`config.mk`:
```
export PLATFORM = sky130hd
export DESIGN_NAME = ram_string_writer
export DESIGN_NICKNAME = d
export VERILOG_FILES = /design/src/rtl/ram_string_writer.sv
export SDC_FILE = /design/constraint.sdc
export NUM_CORES = 1
export LEC_CHECK = 0
export BUFFER_PORTS_ARGS = -buffer_cell sky130_fd_sc_hd__buf_2
export CELL_PAD_IN_SITES_DETAIL_PLACEMENT = 2
export CELL_PAD_IN_SITES_GLOBAL_PLACEMENT = 2
export CORE_ASPECT_RATIO = 1.1
export CORE_UTILIZATION = 31
export DETAILED_ROUTE_END_ITERATION = 16
export PLACE_DENSITY_LB_ADDON = 0.1
export SYNTH_ARGS = -nofsm -noshare
export SYNTH_HDL_FRONTEND = slang
export SYNTH_SLANG_ARGS = --single-unit
```
`constraint.sdc`:
```
create_clock -name clk -period 3 [get_ports clk]
set_clock_uncertainty 0.15 [all_clocks]
set_input_delay 0.15 -clock clk [delete_from_list [all_inputs] [get_ports clk]]
set_output_delay 0.15 -clock clk [all_outputs]
set_load 0.02 [all_outputs]
```
`src/rtl/ram_string_writer.sv`:
```
`default_nettype none
// ============================================================================
// Module   : ram_string_writer
// Purpose  : Streams 16-bit characters into consecutive RAM words from a base
//            address and closes each string with a NUL terminator word.
// Revision : 1.0  initial release
// ============================================================================
module ram_string_writer #(
    parameter int WORD_SIZE         = 16,
    parameter int ADDRESS_BUS_WIDTH = 16,
    parameter int MEMORY_SIZE       = 12
) (
    input  logic                         clk,
    input  logic                         rst_n,
    input  logic                         start,
    input  logic [ADDRESS_BUS_WIDTH-1:0] base_addr,
    input  logic [WORD_SIZE-1:0]         in_data,
    input  logic                         in_valid,
    input  logic                         in_last,
    output logic                         in_ready,
    output logic                         we,
    output logic [ADDRESS_BUS_WIDTH-1:0] wr_addr,
    output logic [WORD_SIZE-1:0]         wr_data,
    output logic                         busy,
    output logic                         done,
    output logic [ADDRESS_BUS_WIDTH-1:0] length,
    output logic                         truncated
);

    localparam logic [1:0] c_st_idle = 2'd0;
    localparam logic [1:0] c_st_run  = 2'd1;
    localparam logic [1:0] c_st_term = 2'd2;
    localparam logic [1:0] c_st_done = 2'd3;

    // One slot word is always reserved for the terminator.
    localparam logic [ADDRESS_BUS_WIDTH-1:0] c_max_chars =
        ADDRESS_BUS_WIDTH'(MEMORY_SIZE - 1);

    logic [1:0]                   r_state;
    logic [1:0]                   w_state_next;
    logic [ADDRESS_BUS_WIDTH-1:0] r_ptr;
    logic [ADDRESS_BUS_WIDTH-1:0] r_length;
    logic [ADDRESS_BUS_WIDTH-1:0] w_length_inc;
    logic [ADDRESS_BUS_WIDTH-1:0] r_wr_addr;
    logic [WORD_SIZE-1:0]         r_wr_data;
    logic                         r_we;
    logic                         r_done;
    logic                         r_truncated;
    logic                         w_accept;
    logic                         w_is_nul;
    logic                         w_at_cap;
    logic                         w_start_ok;

    assign w_accept     = in_valid && (r_state == c_st_run);
    assign w_is_nul     = (in_data == '0);
    assign w_length_inc = r_length + ADDRESS_BUS_WIDTH'(1);
    assign w_at_cap     = (w_length_inc == c_max_chars);
    assign w_start_ok   = start && ((r_state == c_st_idle) || (r_state == c_st_done));

    // State register
    always_ff @(posedge clk or negedge rst_n) begin
        if (!rst_n) begin
            r_state <= c_st_idle;
        end else begin
            r_state <= w_state_next;
        end
    end

    // Next-state logic
    always_comb begin
        w_state_next = r_state;
        case (r_state)
            c_st_idle, c_st_done: begin
                if (start) begin
                    w_state_next = c_st_run;
                end
            end
            c_st_run: begin
                if (w_accept) begin
                    if (w_is_nul) begin
                        w_state_next = c_st_done;
                    end else if (in_last || w_at_cap) begin
                        w_state_next = c_st_term;
                    end
                end
            end
            c_st_term: begin
                w_state_next = c_st_done;
            end
            default: begin
                w_state_next = c_st_idle;
            end
        endcase
    end

    // Handshake/status outputs decoded straight from the state
    always_comb begin
        in_ready = (r_state == c_st_run);
        busy     = (r_state == c_st_run) || (r_state == c_st_term);
    end

    // Write port and string status registers
    always_ff @(posedge clk or negedge rst_n) begin
        if (!rst_n) begin
            r_ptr       <= '0;
            r_length    <= '0;
            r_wr_addr   <= '0;
            r_wr_data   <= '0;
            r_we        <= 1'b0;
            r_done      <= 1'b0;
            r_truncated <= 1'b0;
        end else begin
            r_we <= 1'b0;
            if (w_start_ok) begin
                r_ptr       <= base_addr;
                r_length    <= '0;
                r_done      <= 1'b0;
                r_truncated <= 1'b0;
            end
            if (w_accept) begin
                r_we      <= 1'b1;
                r_wr_addr <= r_ptr;
                r_wr_data <= in_data;
                r_ptr     <= r_ptr + ADDRESS_BUS_WIDTH'(1);
                if (w_is_nul) begin
                    r_done <= 1'b1;
                end else begin
                    r_length <= w_length_inc;
                    if (!in_last && w_at_cap) begin
                        r_truncated <= 1'b1;
                    end
                end
            end
            if (r_state == c_st_term) begin
                r_we      <= 1'b1;
                r_wr_addr <= r_ptr;
                r_wr_data <= '0;
                r_ptr     <= r_ptr + ADDRESS_BUS_WIDTH'(1);
                r_done    <= 1'b1;
            end
        end
    end

    assign we        = r_we;
    assign wr_addr   = r_wr_addr;
    assign wr_data   = r_wr_data;
    assign done      = r_done;
    assign length    = r_length;
    assign truncated = r_truncated;

endmodule
`default_nettype wire

```
---- Word-level counts from Yosys, hierarchy flattened ----
Cells that the tools add are included.
word-level totals
  register bits ........................... 69
  bits in latches ......................... 0
  bits in writable memories ............... 0
  ROM bits ................................ 0
  bits of input ports ..................... 37
  memories kept ........................... 0
cells by class
  $add $sub $neg .......................... 2
  multipliers ............................. 0
  divide/modulo/power cells ............... 0
  magnitude comparators ................... 0
  equal/unequal tests ..................... 7
  shift-type cells ........................ 0
  mux-type cells .......................... 25
  bitwise gates (word level) .............. 0
  reduce and logical (&&, ||, !) cells .... 13
operator list
  operator               count
  $mux 16                10
  $add 16x1->16 const B  2
  $eq 16x4->1 const B    1
  $logic_not 16->1       1
  $mux 1                 10
  $mux 2                 4
  $pmux 2 s3             1
  $eq 2x2->1 const B     2
  $logic_and 1x1->1      3
  $logic_or 1x1->1       3
  $ne 3x1->1 const B     1
  $reduce_and 3->1       1
  $reduce_bool 3->1      1
  $eq 2x1->1 const B     1
  $logic_not 2->1        1
  $ne 2x1->1 const B     1
  $ne 2x2->1 const B     1
  $reduce_bool 2->1      1
  $reduce_or 2->1        1
  $logic_not 1->1        1

---- Logic depth before layout (Yosys ltp) ----
Gate-level depths: netlist (run 1).
  depth after elaboration ................. 7
  gate-level depth with buffers ........... 9
  mapped depth without buffers ............ 9

---- Worst setup path before layout (run 1) ----
No wires, ideal clock.
  kind .................................... reg2reg
  from .................................... reg r_length[0], in the netlist length[0]
  to ...................................... reg r_state[0]
  arrival ................................. 2.142 ns
  data required time ...................... 2.716 ns
  path slack .............................. 0.574 ns
  stages on the path, launching flop included .. 9
  buffers on the path ..................... 0
  period minus slack after synthesis ...... 2.426 ns
  cell sequence ........................... dfrtp_1 > ha_1 > nand2_1 > nor4_1 > xnor2_1 > nand2_1 > o41ai_2 > mux2i_1 > a211oi_2
on the way
  longest elaborated chain between the ends .. 5
ends and longest elaborated chain
  item                        RTL line  RTL
  start, declared             42        logic [ADDRESS_BUS_WIDTH-1:0] r_length;
  start signal, assigned      128       r_length <= w_length_inc;
  $add 16x1->16               56        assign w_length_inc = r_length + ADDRESS_BUS_WIDTH'(1);
  $eq 16x4->1                 57        assign w_at_cap = (w_length_inc == c_max_chars);
  $logic_or 1x1->1            82        end else if (in_last || w_at_cap) begin
  $ne 3x1->1 (no line)        --
  $reduce_and 3->1 (no line)  --
  end signal, assigned        63        r_state <= c_st_idle;
  end signal, assigned        65        r_state <= w_state_next;
  end, declared               39        logic [1:0] r_state;
Every way passes these cells.
A chain may end at the register's enable or synchronous reset.

---- Final worst setup path (run 1) ----
Ends and elaborated chain as after synthesis.

==> impl_results.md, run 1 <==
- Status: completed
- Overall via count from detail_route: about 3.6k
- Share of cells above drive strength 1: 23.51%
- Switching power share of the total: 44.03%
- Combinational group share of total power: roughly 45%
- Leakage power figure: ~0.0023 uW
- Number of nets in the finished design: about 580
- Cell repeated most along the worst path: nand2_1
- Final slew viol count: 0
- Final count of hold timing violations: 0
- Maximum achievable frequency: about 0.40 GHz
- Number of antenna violations at the first check in global routing: 0
- Clock tree from TritonCTS: done
- Multi-input gate area in the final layout: approximately 1700 um^2
- Longest individual stage delay on the worst path: about 0.46 ns
- Critical path type: flop to flop
- Antenna diode count: 0
- Cell-by-cell trace of the critical path: ha_1 > nand2_1 > nor4_1 > xnor2_1 > nand2_1 > o41ai_2 > mux2i_1 > a211oi_2
- Sequential fraction of design power: 34.0%
- Cell family with the largest share of critical-path delay: simple AND/OR/NAND/NOR gates
- Number of flip-flops and latches in the synthesized netlist: 69
- End point of the most critical hold path: truncated$_DFF_PN0_
- TritonCTS Buffers: 9
- Maximum buffer depth of the clock tree: 2
- Syn_nets: about 450
- Gate Count Post-Synth: about 410
- CTS root buf: clkbuf_16
- Total of buffers placed on input and output ports: 89
- Pin count of the biggest net entering global routing: 42
- Aggregate routed wire length: around 12 mm
- Final ANT Viol Nets: 0
- Area taken by flip-flops and latches: roughly 1700 um^2
- Startpoint type of the worst setup path: flop
- First-pass GRT wire length: 20.69 mm
- Detailed-route wire length per cell: 18.25 um
- Post-synthesis cell type with the largest combined area: dfrtp_1
- WP data arrival: roughly 2.6 ns
- Cell depth of the worst hold path: 3
- Power density relative to cell area: roughly 920 nW/um^2
- Required time worst endpoint: approximately 3 ns
- Start of the worst register-to-register path: length[0]$_DFF_PN0_
- Total chip power: roughly 4400 uW
- First-pass iteration count of the detailed router: 4
- Number of synthesized flops with an enable pin: 0
- Minimum setup slack among reg-to-reg paths: about 0.48 ns
- Die Area: 11930 um^2
- Synthesis-to-layout area growth: 33.70%
- Count of buffer and inverter cells on the critical path: 0
- Synth async-reset ratio: between 90% and 100%
- Number of max-cap violations: 0
- Length in cells of the worst reg-to-reg path: 8
- Core Region: roughly 11000 um^2
- Initial core utilization: 32.23%
- Unrepaired setup endpoints after global routing: no
- Hold crit path type: input pin to flop
- Global route overflow: 0
- Post-synthesis average cell area: 8.716 um^2
- Register area share after synthesis: 48.44%
- Non-filler cells, final: approximately 680
- # H-tree levels: 3
- Number of clock sinks: 69
- Critical path fanouts, max: 8
- Number of setup violations in the final report: 0
- Area share of the largest cell type after synthesis: about 48%
- Worst r2r dst: r_state[0]$_DFFE_PN0P_
- Clock latency of the later-clocked register in the worst-skew pair: 0.33 ns
- Clock network fraction of total power: 21.4%
- Via count of the first global-routing pass: 3969
- Iteration-0 DRC Markers: 89
- Cell-internal power: approximately 2500 uW
- Placed instance count: around 640
- DR vias/cell: around 5.3
- IR drop worst, VDD: approximately 0.33 mV
- Largest cells by area after synthesis: dfrtp_1, nand2_1, a21oi_1
- Total routing resource utilization after global routing: 22.16%
- Max-slew headroom at the worst pin: 52.25%
- Capturing element type of the critical path: flop
- I/O Pins: 90
- Share of the clock period used by the worst path after layout: a little over four fifths
- Die Span Y: 114.5 um
- Drt drc: 0
- Setup Total Neg Slack: 0 ns
- Fin crit period: approximately 2.5 ns
- Clock slew at reported path FFs: about 0.06 ns
- Detail Placement HPWL: between 8 and 9 mm
- Number of warnings reported in the yosys synthesis log: 0
- FP Rows: 40
- Top_reg_cell synth: dfrtp_1
- Die extent in x: between 100 and 150 um
- Slew at the pin closest to its max-slew limit: 0.7162 ns
- Fill cells: 1236
- Netlist area before placement: around 3600 um^2
- Min-delay src: in_last
- Slowest cell on crit path: dfrtp_1
- Power dissipated by switching net loads: around 1900 uW
- Count of unique library cells instantiated by Yosys: 62
- Placer's final routability congestion estimate: around 0.76
## what timing repair did
item | 4_1_cts | 5_1_grt
endpoints found under the hold margin | 60 | 0
buffers inserted | 0 | 0
gates resized for setup | 0 | 0
hold buffers | 33 | 0
## power groups by stage
stage	Combinational [uW]	Sequential [uW]	Clock (uW)
floorplan	1040	1700	0
global placement	1880	1480	0
detailed placement	1930	1500	0
CTS	1990	1490	965
global route	2180	1540	1000
finish	1970	1500	943
## per-layer routing
layer	GRT usage, %	wire, um	part of all wire, %	vias up
li1	-	-	-	1704
met1	25.44	5366	43	1823
met2	42.71	6690	54	54
met3	2.163	212	1.7	12
met4	7.905	199	1.6	0
met5	0	0	0	-
## cell families (layout without fill, tap and decap cells)
group / Yosys count / count (layout) / share of synthesized area, %
mux: 3 / 3 / 0.8424
fa+ha+maj: 5 / 5 / 1.755
simple gates: 198 / 198 / 26.22
xor+xnor: 3 / 3 / 0.7372
buf+inv: 28 / 155 / 3.895
compound gates: 103 / 103 / 18.11
flops: 69 / 69 / 48.44
## sequential cells by signal, indices dropped and copies added (netlist names)
name       flops
wr_data       16
r_ptr         16
r_state        2
we             1
wr_addr       16
length        16
truncated      1
done           1
## metrics by stage
| stage | utilization, % | hold WS (ns) | instance area [um^2] | setup slack [ns] |
|---|---|---|---|---|
| floorplan | - | -0.2956 | 3565 | 0.5735 |
| finish | 43.09 | 0.03796 | 4766 | 0.4794 |
| global route | 43.09 | 0.07275 | 4766 | 0.2368 |
| global placement | 37.85 | 0.09407 | 4187 | 0.5553 |
| CTS | 43.09 | 0.04282 | 4766 | 0.4505 |
| detailed placement | 37.85 | 0.09092 | 4187 | 0.4816 |
## worst min-delay path, delay by kind of cell
kind / cells / cell delay (ns)
and+or+nand+nor: 1 / 0.05
AOI/OAI and AO/OA: 1 / 0.17
buffers and inverters: 1 / 0.10
## cells in the final DEF (no fill, tap or decap), drive strengths merged, types with 3 or more instances in the layout
| master | instances |
|---|---|
| nand3 | 15 |
| nand2 | 108 |
| a211oi | 3 |
| nor3 | 5 |
| nand4 | 10 |
| clkbuf | 12 |
| and2 | 4 |
| dfrtp | 69 |
| nor4 | 7 |
| and4 | 3 |
| o31ai | 4 |
| mux2i | 3 |
| nor3b | 3 |
| ha | 5 |
| inv | 7 |
| o41ai | 3 |
| o21ai | 33 |
| buf | 101 |
| nor2 | 28 |
| and3 | 8 |
| a31oi | 3 |
| dlygate4sd3 | 33 |
| a21oi | 37 |
## synthesized netlist by cell type (2+ instances only)
cell type / n
a211oi_1: 2
a21oi_1: 36
a221o_1: 2
a22o_1: 2
a311oi_1: 2
a31oi_1: 3
and2_1: 3
and3_1: 7
and4_1: 2
buf_1: 4
buf_2: 3
buf_4: 2
buf_6: 3
clkbuf_1: 9
dfrtp_1: 69
ha_1: 5
inv_1: 6
mux2i_1: 3
nand2_1: 108
nand3_1: 15
nand4_1: 7
nand4_2: 2
nor2_1: 27
nor3_1: 5
nor3b_1: 3
nor4_1: 6
o21ai_0: 15
o21ai_1: 18
o311a_1: 2
o31ai_1: 4
o41ai_1: 2
xnor2_1: 2
## how the worst max path moves through the flow
stage	start	end	slack (ns)	depth (start not counted)
floorplan	length[0]$_DFF_PN0_	r_state[0]$_DFFE_PN0P_	0.57	8
global placement	length[0]$_DFF_PN0_	r_state[0]$_DFFE_PN0P_	0.56	8
detailed placement	length[0]$_DFF_PN0_	r_state[0]$_DFFE_PN0P_	0.48	8
CTS	length[0]$_DFF_PN0_	r_state[1]$_DFFE_PN0P_	0.45	7
global route	length[0]$_DFF_PN0_	r_state[0]$_DFFE_PN0P_	0.24	8
finish	length[0]$_DFF_PN0_	r_state[0]$_DFFE_PN0P_	0.48	8
## layout make-up
type,count,share of cell area [%]
multi-input cells,312,35.70
clock inverters,2,0.2625
inverters,7,0.5513
clock buffers,12,4.962
flip-flops and latches,69,36.23
repair buffers,134,18.43
well taps,147,3.859
(Power assumes the default switching activity.)
==> run 2: changes to the inputs <==
Settings changed: ABC_AREA set to 1, CORE_UTILIZATION 31 to 30.
Clock period 3 ns to 2.55 ns, I/O delays scaled along.
==> run 2 against run 1 <==
Flip-flop and latch count is the same. Combinational power up 34%. Sequential share of layout area down 0.40 points. Global-route usage shrank 0.90 points. Wire length decreased by 0.99%. Via count rose by 1.6%. Clock power is 23% higher. Cell area grew 1.1%. Largest power group unchanged.
==> impl_results.md, run 2 <==
- Netlist area before placement: 3612 um^2 (+1.3%)
- Max-slew headroom at the worst pin: 49.39% (-2.9 points)
- Minimum setup slack among reg-to-reg paths: 0.35 ns (-0.13 ns)
- Post-synthesis cell type with the largest combined area: dfrtp_1
- IR drop worst, VDD: 0.4219 mV (+28%)
- CTS root buf: clkbuf_16
- Setup Total Neg Slack: 0 ns (unchanged)
- Global route overflow: 0 (unchanged)
- Switching power share of the total: 45.59% (+1.6 points)
- Core Region: 11590 um^2 (+4.8%)
- Detailed-route wire length per cell: 16.91 um (-7.4%)
- Initial core utilization: 31.16% (-1.1 points)
- Maximum achievable frequency: 0.4392 GHz
- Commonest non-fill, non-tap cell in the layout: nand2_1
- Drt drc: 0 (unchanged)
- Number of warnings reported in the yosys synthesis log: 0 (unchanged)
- Detail Placement HPWL: 8.678 mm (+5.4%)
- Antenna diode count: 0 (unchanged)
- Top_reg_cell synth: dfrtp_1
- Iteration-0 DRC Markers: 105 (+18%)
- Die Span Y: 117.1 um (+2.3%)
- Overall via count from detail_route: 3651 (+1.6%)
- Number of clock sinks: 69 (unchanged)
- Area share of the largest cell type after synthesis: 47.80% (-0.64 points)
- Total routing resource utilization after global routing: 21.26% (-0.90 points)
- DR vias/cell: 5.001 (-4.9%)
- Register area share after synthesis: 47.80% (-0.64 points)
- Leakage power figure: 0.002459 uW (+6.8%)
- Pin count of the biggest net entering global routing: 47 (+12%)
- Non-filler cells, final: 730 (+6.9%)
- Post-Route Hold Slack: 0.005138 ns (-0.03283 ns)
- Combinational group share of total power: 46.7% (+2.1 points)
- Syn_nets: 495 (+9.8%)
- Final slew viol count: 0 (unchanged)
- Largest cells by area after synthesis: dfrtp_1, nand2_1, nand3_1
- Capturing element type of the critical path: flop
- Power dissipated by switching net loads: 2568 uW (+32%)
- Number of synthesized flops with an enable pin: 0 (unchanged)
- Aggregate routed wire length: 12.34 mm (-0.99%)
- Critical path type: input pin to flop
- Start of the worst register-to-register path: length[1]$_DFF_PN0_
- Synth async-reset ratio: 100.0% (unchanged)
- Commonest cells in the synthesized netlist: nand2_1, dfrtp_1, inv_1
- Status: completed
- Share of the clock period used by the worst path after layout: between 80% and 90%
- Share of cells above drive strength 1: 25.00% (+1.5 points)
- Crit path setup slack, layout: 0.2732 ns (-0.2062 ns)
- Sequential fraction of design power: 32.7% (-1.3 points)
- Placed instance count: 689 (+8.3%)
- Worst setup timing slack at the placement stage: 0.3325 ns (-0.1491 ns)
- Synthesis-to-layout area growth: 33.43%
- Number of setup violations in the final report: 0 (unchanged)
- Cell area after layout: 4820 um^2 (+1.1%)
- Count of unique library cells instantiated by Yosys: 37 (-40%)
- First-pass iteration count of the detailed router: 4 (unchanged)
- Startpoint type of the worst setup path: input pin
- FP Rows: 41 (+2.5%)
- Critical path fanouts, max: 12 (+4)
- Hold crit path type: input pin to flop
- # H-tree levels: 3 (unchanged)
- Die Area: 12480 um^2 (+4.6%)
- Final count of hold timing violations: 0 (unchanged)
- Number of flip-flops and latches in the synthesized netlist: 69 (unchanged)
- TritonCTS Buffers: 9 (unchanged)
- Cell-by-cell trace of the critical path: dlygate4sd3_1 > buf_2 > nor4_1 > and2_1 > nand2_1 > nand2_2 > nand2_2 > buf_4 > o21ai_0
- I/O Pins: 90 (unchanged)
- Number of max-cap violations: 0 (unchanged)
- Slowest cell on crit path: dlygate4sd3_1
- Cell-internal power: 3066 uW (+24%)
- Worst r2r dst: r_state[1]$_DFFE_PN0P_
- Cell depth of the worst hold path: 5 (+2)
- Length in cells of the worst reg-to-reg path: 12 (+4)
- First-pass GRT wire length: 20.49 mm (-0.93%)
- Post-synthesis average cell area: 7.974 um^2 (-8.5%)
- Clock latency of the later-clocked register in the worst-skew pair: 0.33 ns (about the same)
- Cell repeated most along the worst path: nand2_2
- Via count of the first global-routing pass: 4035 (+1.7%)
- Number of nets in the finished design: 618 (+7.5%)
- Maximum buffer depth of the clock tree: 2 (unchanged)
- Clock tree from TritonCTS: done
- Cell area reported after detailed placement: 4290 um^2 (+2.5%)
- WP data arrival: 2.38 ns (-0.20 ns)
- Required time worst endpoint: 2.65 ns (-0.41 ns)
- Setup Fix Bufs, Post-CTS: 0 (unchanged)
- Most frequent cells in the layout: nand2_1, buf_2, dfrtp_1
- Min-delay src: base_addr[11]
- Longest individual stage delay on the worst path: 0.56 ns (+0.10 ns)
- End point of the most critical hold path: r_ptr[11]$_DFFE_PN0P_
- Unrepaired setup endpoints after global routing: no
- Slew at the pin closest to its max-slew limit: 0.7592 ns (+0.04296 ns)
- Fin crit period: approximately 2.3 ns
- Placer's final routability congestion estimate: 0.7784 (+2.5%)
- Gate Count Post-Synth: 453 (+11%)
- Clock network fraction of total power: 20.6% (-0.8 points)
- Final ANT Viol Nets: 0 (unchanged)
- Clock slew at reported path FFs: 0.06 ns (about the same)
- Leading cell type by number of instances after synthesis: nand2_1
- Total of buffers placed on input and output ports: 89 (unchanged)
- Power density relative to cell area: 1169 nW/um^2 (+26%)
- Fill cells: 1361 (+10%)
- Die extent in x: 106.6 um (+2.3%)
- Number of antenna violations at the first check in global routing: 0 (unchanged)
## run 2: kinds of logic after synthesis
logic type	Yosys count	share of synthesized area (%)
fa+ha+maj	5	1.732
flops	69	47.80
xor+xnor	6	1.663
buf+inv	58	6.061
compound gates	59	10.39
simple gates	256	32.35
## run 2: how the worst max path moves through the flow
| stage | startpoint | endpoint | slack (ns) | cells after the start |
|---|---|---|---|---|
| 3_5_place_dp | length[1]$_DFF_PN0_ | r_state[1]$_DFFE_PN0P_ | 0.33 | 12 |
| 3_3_place_gp | length[1]$_DFF_PN0_ | r_state[1]$_DFFE_PN0P_ | 0.35 | 12 |
| 6_report | in_data[12] | length[0]$_DFF_PN0_ | 0.27 | 9 |
| 2_1_floorplan | r_state[0]$_DFFE_PN0P_ | r_ptr[11]$_DFFE_PN0P_ | 0.50 | 9 |
| 4_1_cts | in_data[12] | length[0]$_DFF_PN0_ | 0.18 | 9 |
| 5_1_grt | in_data[12] | length[0]$_DFF_PN0_ | 0.11 | 9 |
## run 2: power by group through the flow
stage / registers (uW) / logic, uW / clock network (uW)
2_1_floorplan: 2140 / 1370 / 0
3_3_place_gp: 1840 / 2530 / 0
3_5_place_dp: 1860 / 2620 / 0
4_1_cts: 1850 / 2680 / 1190
5_1_grt: 1910 / 2970 / 1240
6_report: 1840 / 2630 / 1160
## run 2: repair_timing
item | in CTS | in global routing
hold buffers | 26 | 0
endpoints found under the hold margin | 50 | 0
endpoints found under the setup margin | 0 | 4
resized for setup | 0 | 1
## run 2: critical path: cells and delay by family
kind | cells | cell delay, ns
compound gates | 1 | 0.15
buf+inv | 3 | 0.92
simple gates | 5 | 1.19
## run 2: stage by stage
step / utilization, % / power (uW)
final: 41.57 / 5634
after global routing: 41.57 / 6117
after CTS: 41.55 / 5722
after detailed placement: 37.01 / 4486
after global placement: 37.01 / 4374
after floorplan: - / 3512
## run 2: area by class of cell
type | instances | area, um^2 | share of cell area, %
Sequential cell | 69 | 1727 | 35.83
Clock inverter | 5 | 27.53 | 0.5711
Tap cell | 150 | 187.7 | 3.894
Timing Repair Buffer | 125 | 793.3 | 16.46
Clock buffer | 10 | 239.0 | 4.958
Inverter | 45 | 168.9 | 3.505
Multi-Input combinational cell | 326 | 1677 | 34.79
## run 2: per-layer routing
metal	part of all wire (%)	up-vias	GRT usage [%]
met5	0	-	0
met4	1.6	0	7.123
met3	3.0	14	3.765
met2	52	65	38.58
met1	43	1828	25.47
li1	-	1744	-
